$ cat src/rtl/num_disp_scan.sv
// Two-digit time-multiplexed decimal display for a 4-bit counter value, with an
// unsigned/signed view and a retriggerable, timed wrap-around indicator.
module num_disp_scan #(
    parameter int SCAN_DIV  = 50000,
    parameter int WRAP_HOLD = 5000000
) (
    input  logic       clk,
    input  logic       rst,
    input  logic [3:0] num,
    input  logic       mode,
    output logic [6:0] seg,
    output logic [1:0] an,
    output logic       wrap_led
);

    localparam int SCAN_W = (SCAN_DIV > 1) ? $clog2(SCAN_DIV) : 1;
    localparam int WRAP_W = $clog2(WRAP_HOLD + 1);
    localparam logic [SCAN_W-1:0] SCAN_LAST = SCAN_W'(SCAN_DIV - 1);
    localparam logic [WRAP_W-1:0] WRAP_LOAD = WRAP_W'(WRAP_HOLD);

    // Digit codes: 0..9 are numerals, the rest are glyphs.
    localparam logic [3:0] CODE_BLANK = 4'd10;
    localparam logic [3:0] CODE_MINUS = 4'd11;

    logic [3:0]        num_q_reg, num_p_reg;
    logic [SCAN_W-1:0] scan_cnt_reg, scan_cnt_next;
    logic              dig_reg, dig_next;
    logic [6:0]        seg_reg, seg_next;
    logic [1:0]        an_reg, an_next;
    logic [WRAP_W-1:0] wrap_cnt_reg, wrap_cnt_next;
    logic              wrap_led_reg;

    logic              scan_last;
    logic              wrap_evt;
    logic [3:0]        mag;
    logic [3:0]        ones_code, tens_code, digit_code;

    function automatic logic [6:0] seg_pattern(input logic [3:0] code);
        case (code)
            4'd0:       seg_pattern = 7'b1000000;
            4'd1:       seg_pattern = 7'b1111001;
            4'd2:       seg_pattern = 7'b0100100;
            4'd3:       seg_pattern = 7'b0110000;
            4'd4:       seg_pattern = 7'b0011001;
            4'd5:       seg_pattern = 7'b0010010;
            4'd6:       seg_pattern = 7'b0000010;
            4'd7:       seg_pattern = 7'b1111000;
            4'd8:       seg_pattern = 7'b0000000;
            4'd9:       seg_pattern = 7'b0010000;
            CODE_MINUS: seg_pattern = 7'b0111111;
            default:    seg_pattern = 7'b1111111;
        endcase
    endfunction

    // Prescaler and digit select
    always_comb begin
        scan_last     = (scan_cnt_reg == SCAN_LAST);
        scan_cnt_next = scan_last ? '0 : scan_cnt_reg + SCAN_W'(1);
        dig_next      = dig_reg ^ scan_last;
    end

    // Decimal decode; in signed view the magnitude of -8 still fits in 4 bits.
    always_comb begin
        mag       = num_q_reg;
        ones_code = num_q_reg;
        tens_code = CODE_BLANK;
        if (mode) begin
            if (num_q_reg[3]) begin
                mag       = ~num_q_reg + 4'd1;
                tens_code = CODE_MINUS;
            end
            ones_code = mag;
        end else if (num_q_reg >= 4'd10) begin
            ones_code = num_q_reg - 4'd10;
            tens_code = 4'd1;
        end
        digit_code = dig_reg ? tens_code : ones_code;
        seg_next   = seg_pattern(digit_code);
    end

    // Anode drive: an[0] low while ones are selected, an[1] low for tens.
    for (genvar gi = 0; gi < 2; gi++) begin : g_an
        if (gi == 0) begin : g_ones
            assign an_next[gi] = dig_reg;
        end else begin : g_tens
            assign an_next[gi] = ~dig_reg;
        end
    end

    // Wrap classification uses the live mode so a mode change acts immediately.
    always_comb begin
        if (mode)
            wrap_evt = ((num_p_reg == 4'd7) && (num_q_reg == 4'd8)) ||
                       ((num_p_reg == 4'd8) && (num_q_reg == 4'd7));
        else
            wrap_evt = ((num_p_reg == 4'd15) && (num_q_reg == 4'd0)) ||
                       ((num_p_reg == 4'd0)  && (num_q_reg == 4'd15));

        if (wrap_evt)
            wrap_cnt_next = WRAP_LOAD;
        else if (wrap_cnt_reg != '0)
            wrap_cnt_next = wrap_cnt_reg - WRAP_W'(1);
        else
            wrap_cnt_next = '0;
    end

    always_ff @(posedge clk or negedge rst) begin
        if (!rst) begin
            num_q_reg    <= '0;
            num_p_reg    <= '0;
            scan_cnt_reg <= '0;
            dig_reg      <= 1'b0;
            seg_reg      <= 7'b1111111;
            an_reg       <= 2'b11;
            wrap_cnt_reg <= '0;
            wrap_led_reg <= 1'b0;
        end else begin
            num_q_reg    <= num;
            num_p_reg    <= num_q_reg;
            scan_cnt_reg <= scan_cnt_next;
            dig_reg      <= dig_next;
            seg_reg      <= seg_next;
            an_reg       <= an_next;
            wrap_cnt_reg <= wrap_cnt_next;
            wrap_led_reg <= (wrap_cnt_next != '0);
        end
    end

    assign seg      = seg_reg;
    assign an       = an_reg;
    assign wrap_led = wrap_led_reg;

endmodule

$ cat config.mk
export PLATFORM = sky130hd
export DESIGN_NAME = num_disp_scan
export DESIGN_NICKNAME = d
export VERILOG_FILES = /design/src/rtl/num_disp_scan.sv
export SDC_FILE = /design/constraint.sdc
export NUM_CORES = 1
export LEC_CHECK = 0
export BUFFER_PORTS_ARGS = -buffer_cell sky130_fd_sc_hd__buf_2
export CORE_MARGIN = 2
export CORE_UTILIZATION = 45
export CTS_CLUSTER_DIAMETER = 50
export DETAILED_ROUTE_END_ITERATION = 6
export GPL_ROUTABILITY_DRIVEN = 1
export PLACE_DENSITY = 0.58
export SYNTH_ARGS = -nofsm -noshare
export SYNTH_HDL_FRONTEND = slang
export SYNTH_SLANG_ARGS = --single-unit
$ cat constraint.sdc
create_clock -name clk -period 3.4 [get_ports clk]
set_clock_uncertainty 0.05 [all_clocks]
set_input_delay 0.68 -clock clk [delete_from_list [all_inputs] [get_ports clk]]
set_output_delay 0.68 -clock clk [all_outputs]
set_load 0.1 [all_outputs]
### Yosys cells after proc, flatten, opt, wreduce, memory -nomap -nowiden

Memory sizes are Yosys's and may differ from the RTL's. A register that Yosys moved wholly into a read port is not among the register bits.
Cells that the tools add are included.

* memory bits (writable): 0
* memories kept: 1
* bits in latches: 0
* word-level logic and storage cells: 45
* memory bits (read-only): 112
* register bits: 51
* bits of input ports: 7
* output and inout bits: 10

* magnitude comparators: 1
* add/sub/neg operators: 4
* multipliers: 0
* shifts and indexed selects: 0
* reduce and logical (&&, ||, !) cells: 11
* bitwise operators: 3
* div/mod/pow operators: 0
* mux-type cells: 11
* eq/ne operators: 7

Memory list
* (no name shown): depth 16, width 7, read ports 1, clocked after Yosys merged registers in 1, wr ports 0, RTL line 39 `case (code)`

Operators with widths (count)
* $mux W23: 2
* $reduce_bool A23 Y1: 2
* $mux W4: 6
* $sub A23 B1 Y23 const B: 1
* $add A16 B1 Y16 const B: 1
* $eq A16 B16 Y1 const B: 1
* $eq A4 B4 Y1 const B: 4
* $mux W16: 1
* $eq A4 B3 Y1 const B: 2
* $logic_not A4 Y1: 2
* $add A4 B1 Y4 const B: 1
* $ge A4 B4 Y1 const B: 1
* $logic_and A1 B1 Y1: 4
* $not A4 Y4: 1
* $sub A4 B4 Y4 const B: 1
* $logic_or A1 B1 Y1: 2
* $mux W1: 2
* $logic_not A1 Y1: 1
* $not A1 Y1: 1
* $xor A1 B1 Y1: 1

### Logic depth before layout (Yosys ltp)

* word-level depth: 6
* depth in mapped cells: 11
* mapped depth without buffers: 11

### Worst setup path before layout

Ideal clock, no wire load.

* path kind: register to register
* start: register wrap_cnt_reg[18]
* end: register wrap_led_reg (netlist: wrap_led)
* setup time: 0.146 ns
* clock period less this slack: 2.599 ns
* cell stages (with the launch flop): 8
* buffers on the path: 1
* setup slack: 0.801 ns
* arrival time: 2.403 ns
* cells stage by stage: dfrtp_1 > or4_1 > buf_2 > or3_4 > or3_4 > o221a_4 > nor4_2 > o221ai_1

* longest elaborated chain between the ends: 4
* elaborated cells on any way between the ends: 5
* those cells by class: 1 x add/sub; 2 x mux; 2 x reduce/logical

RTL lines
* from (decl): RTL line 30 `logic [WRAP_W-1:0] wrap_cnt_reg, wrap_cnt_next;`
* from (signal assigned): RTL line 124 `wrap_cnt_reg <= wrap_cnt_next;`
* $reduce_bool A23 Y1: RTL line 101 `else if (wrap_cnt_reg != '0)`
* $mux W23: RTL line 101
* $mux W23: RTL line 99 `if (wrap_evt)`
* net wrap_cnt_next[17]: RTL line 30
* $reduce_bool A23 Y1: RTL line 125 `wrap_led_reg <= (wrap_cnt_next != '0);`
* to (signal assigned): RTL line 125
* to (decl): RTL line 31 `logic wrap_led_reg;`

The timed path passes the listed nets, and every way through them passes these cells.

### Worst setup path after layout

Ends and elaborated chain as after synthesis.

==> flow_metrics.tcl <==
set metrics [dict create \
    status "finished clean" \
    ctsLongestPathBuffers 2 \
    rows 30 \
    hpwl_um 4510 \
    via_count 2311 \
    cp.required_ps 3530 \
    max_freq_mhz 361 \
    ir_drop_v 0.000374 \
    cts-root-buf "clkbuf_8" \
    cp-startpoint "wrap_cnt_reg[18]$_DFF_PN0_" \
    syn_area_mm2 0.00310 \
    grt.overflow.total 0 \
    postLayoutCoreUtil 0.526 \
    num-fill-cells 599 \
    cts_tree "built" \
    die_w_um 87.1 \
    syn_inst 308 \
    max_cap_viol_count 0 \
    start_util 0.462 \
    worst_setup_path_start_kind "register" \
    finalSetupViolCount 0 \
    setup_slack_ps 627 \
    power_density_mw_per_mm2 548 \
    grt_max_degree 40 \
    antenna_cells 0 \
    postCtsHoldBufs 0 \
    rsz0062_at_grt "no" \
    grt_pass1_vias 2235 \
    clk_latency_ps 340 \
    num-nets-final 354 \
    multi_input_area_mm2 0.00155 \
    core-area_mm2 0.00672 \
    via_per_inst 5.53 \
    portBuffers 16 \
    dr.pass1.iters 4 \
    avgRoutedWirePerCell_um 15.2 \
    die_y_um 87.1 \
    ys_ff_latch 58 \
    design_area_mm2 0.00354 \
    drt_iter0_drc 91 \
    cp-end-kind "register" \
    syn_area_per_cell_um2 10.1 \
    synth_edf_count 0 \
    worstMarginPinSlew_ps 830 \
    cts-resized-gates 0 \
    wirelength_um 6360 \
    p_leak_uw 0.00151 \
    r2r_slack_ps 630 \
    reg2reg_depth 6 \
    synth_cell_types 54 \
    dp_slack_ps 694 \
    drtAntennaViolNets 0 \
    fin_crit_ps 2770 \
    crit_fanout 8 \
    ys_seq_area_frac 0.471 \
    path_class "register to register" \
    rr_startpoint "wrap_cnt_reg[18]$_DFF_PN0_" \
    cts.sinks 58 \
    report.final.slew_viol_count 0 \
    grt_use_total 0.190 \
    fin_cells 418 \
    postCtsSetupBuffers 0 \
    die_area_mm2 0.00758 \
    hp-class "primary input to async pin" \
    hold_violations 0 \
    synth_nets 329 \
    drive_above_1_share 0.192 \
    regArea_mm2 0.00146 \
    async_flop_share 1.00 \
    grt_pass1_wl_um 11000 \
    io_pins 17 \
    relSlewSlack 0.447 \
    ys_warn_count 0 \
    finalCritPeriodShare 0.816 \
    post-place-cells 402 \
    arrival_ps 2910 \
    largest_reg_flops 23 \
    ys.flop_type "dfrtp_1" \
    route.detailed.drc 0 \
    place.gp.congestion 0.797 \
    area_delta_synth_final_pct 13.9 \
    htree_levels 3 \
    antenna_found_initial 0 \
    dpl_cell_area_mm2 0.00331 \
    setup-tns-final_ps 0 \
    clkTransAtPathRegs_ps 70 \
    cts_buffers 9 \
]
==> final cells by class <==
class                      instances  area share
multi-input combinational        227       0.439
clock buffer                      10      0.0389
timing repair buffer              25      0.0418
sequential                        58       0.414
tap                               80      0.0283
clock inverter                     6      0.0255
inverter                          12      0.0127
==> metrics by stage <==
stage	hold WS (ps)	power [µW]
after global routing	272	2050
after CTS	254	1960
after global placement	377	1220
final	251	1940
after floorplan	302	1140
after detailed placement	373	1220
==> critical path, stage by stage, from the launching register on <==
cell and delay [ps]:
dfrtp_1 430, or4_1 650, or3_4 400, nor4_4 520, o21ai_0 240, nor4_2 180, o221ai_1 150
==> cell usage after synthesis, drive strengths merged (3+ instances only) <==
cell type / count / share of area
dfrtp: 49 / 0.40
xor2: 15 / 0.042
and3: 6 / 0.012
nand2: 16 / 0.019
nand3: 13 / 0.021
a211oi: 3 / 0.0073
a21oi: 8 / 0.013
nor2: 37 / 0.045
ha: 14 / 0.056
nor3b: 4 / 0.0097
nand2b: 4 / 0.0081
nand4: 4 / 0.0081
mux2i: 3 / 0.0097
nor3: 7 / 0.011
dfstp: 9 / 0.076
nor2b: 6 / 0.012
nor4: 11 / 0.031
or4: 4 / 0.0097
or3: 5 / 0.014
o21ai: 14 / 0.025
clkbuf: 9 / 0.011
xnor2: 16 / 0.045
inv: 12 / 0.015
nand3b: 3 / 0.0073
==> kinds of logic (layout without fill, tap and decap cells) <==
family          Yosys count  after routing  synth area share
buf+inv                  23             53            0.0286
flops                    58             58             0.471
mux                       3              3           0.00967
xor+xnor                 31             31            0.0875
compound gates           49             49             0.111
simple gates            130            130             0.235
fa+ha+maj                14             14            0.0564
==> path summary, 6_finish.rpt <==
check | endpoint
max in group asynchronous | an[0]$_DFF_PN1_
min in group clk | num_p_reg[0]$_DFF_PN0_
hold / removal | wrap_cnt_reg[7]$_DFF_PN0_
setup reg to reg | wrap_led$_DFF_PN0_
hold reg to reg | num_p_reg[0]$_DFF_PN0_
setup / recovery | wrap_led$_DFF_PN0_
==> power by group <==
part           internal (µW)  switching (µW)
clock network            434             291
logic                    115             233
registers                769            96.7
==> per-layer routing <==
layer  up-vias  GRT usage  wire length [µm]
met1      1121      0.263              3090
met2        37      0.279              2930
met5         -          0                 0
met4         0     0.0881               114
li1       1144          -                 -
met3         9     0.0455               220
==> placed cells by master, fill, tap and decap left out, drive strengths merged, types with 3 or more instances in the layout <==
master	netlist	final
nor2	37	37
nand3	13	13
buf	2	25
nand4	4	4
dfrtp	49	49
a21oi	8	8
and3	6	6
a211oi	3	3
inv	12	12
or4	4	4
ha	14	14
or3	5	5
mux2i	3	3
clkbuf	9	10
nor4	11	11
nand2	16	16
xor2	15	15
nand3b	3	3
nor3b	4	4
nor2b	6	6
nand2b	4	4
o21ai	14	14
nor3	7	7
dfstp	9	9
xnor2	16	16
clkinv	0	3
No activity file was read; power rests on OpenSTA's default activity.
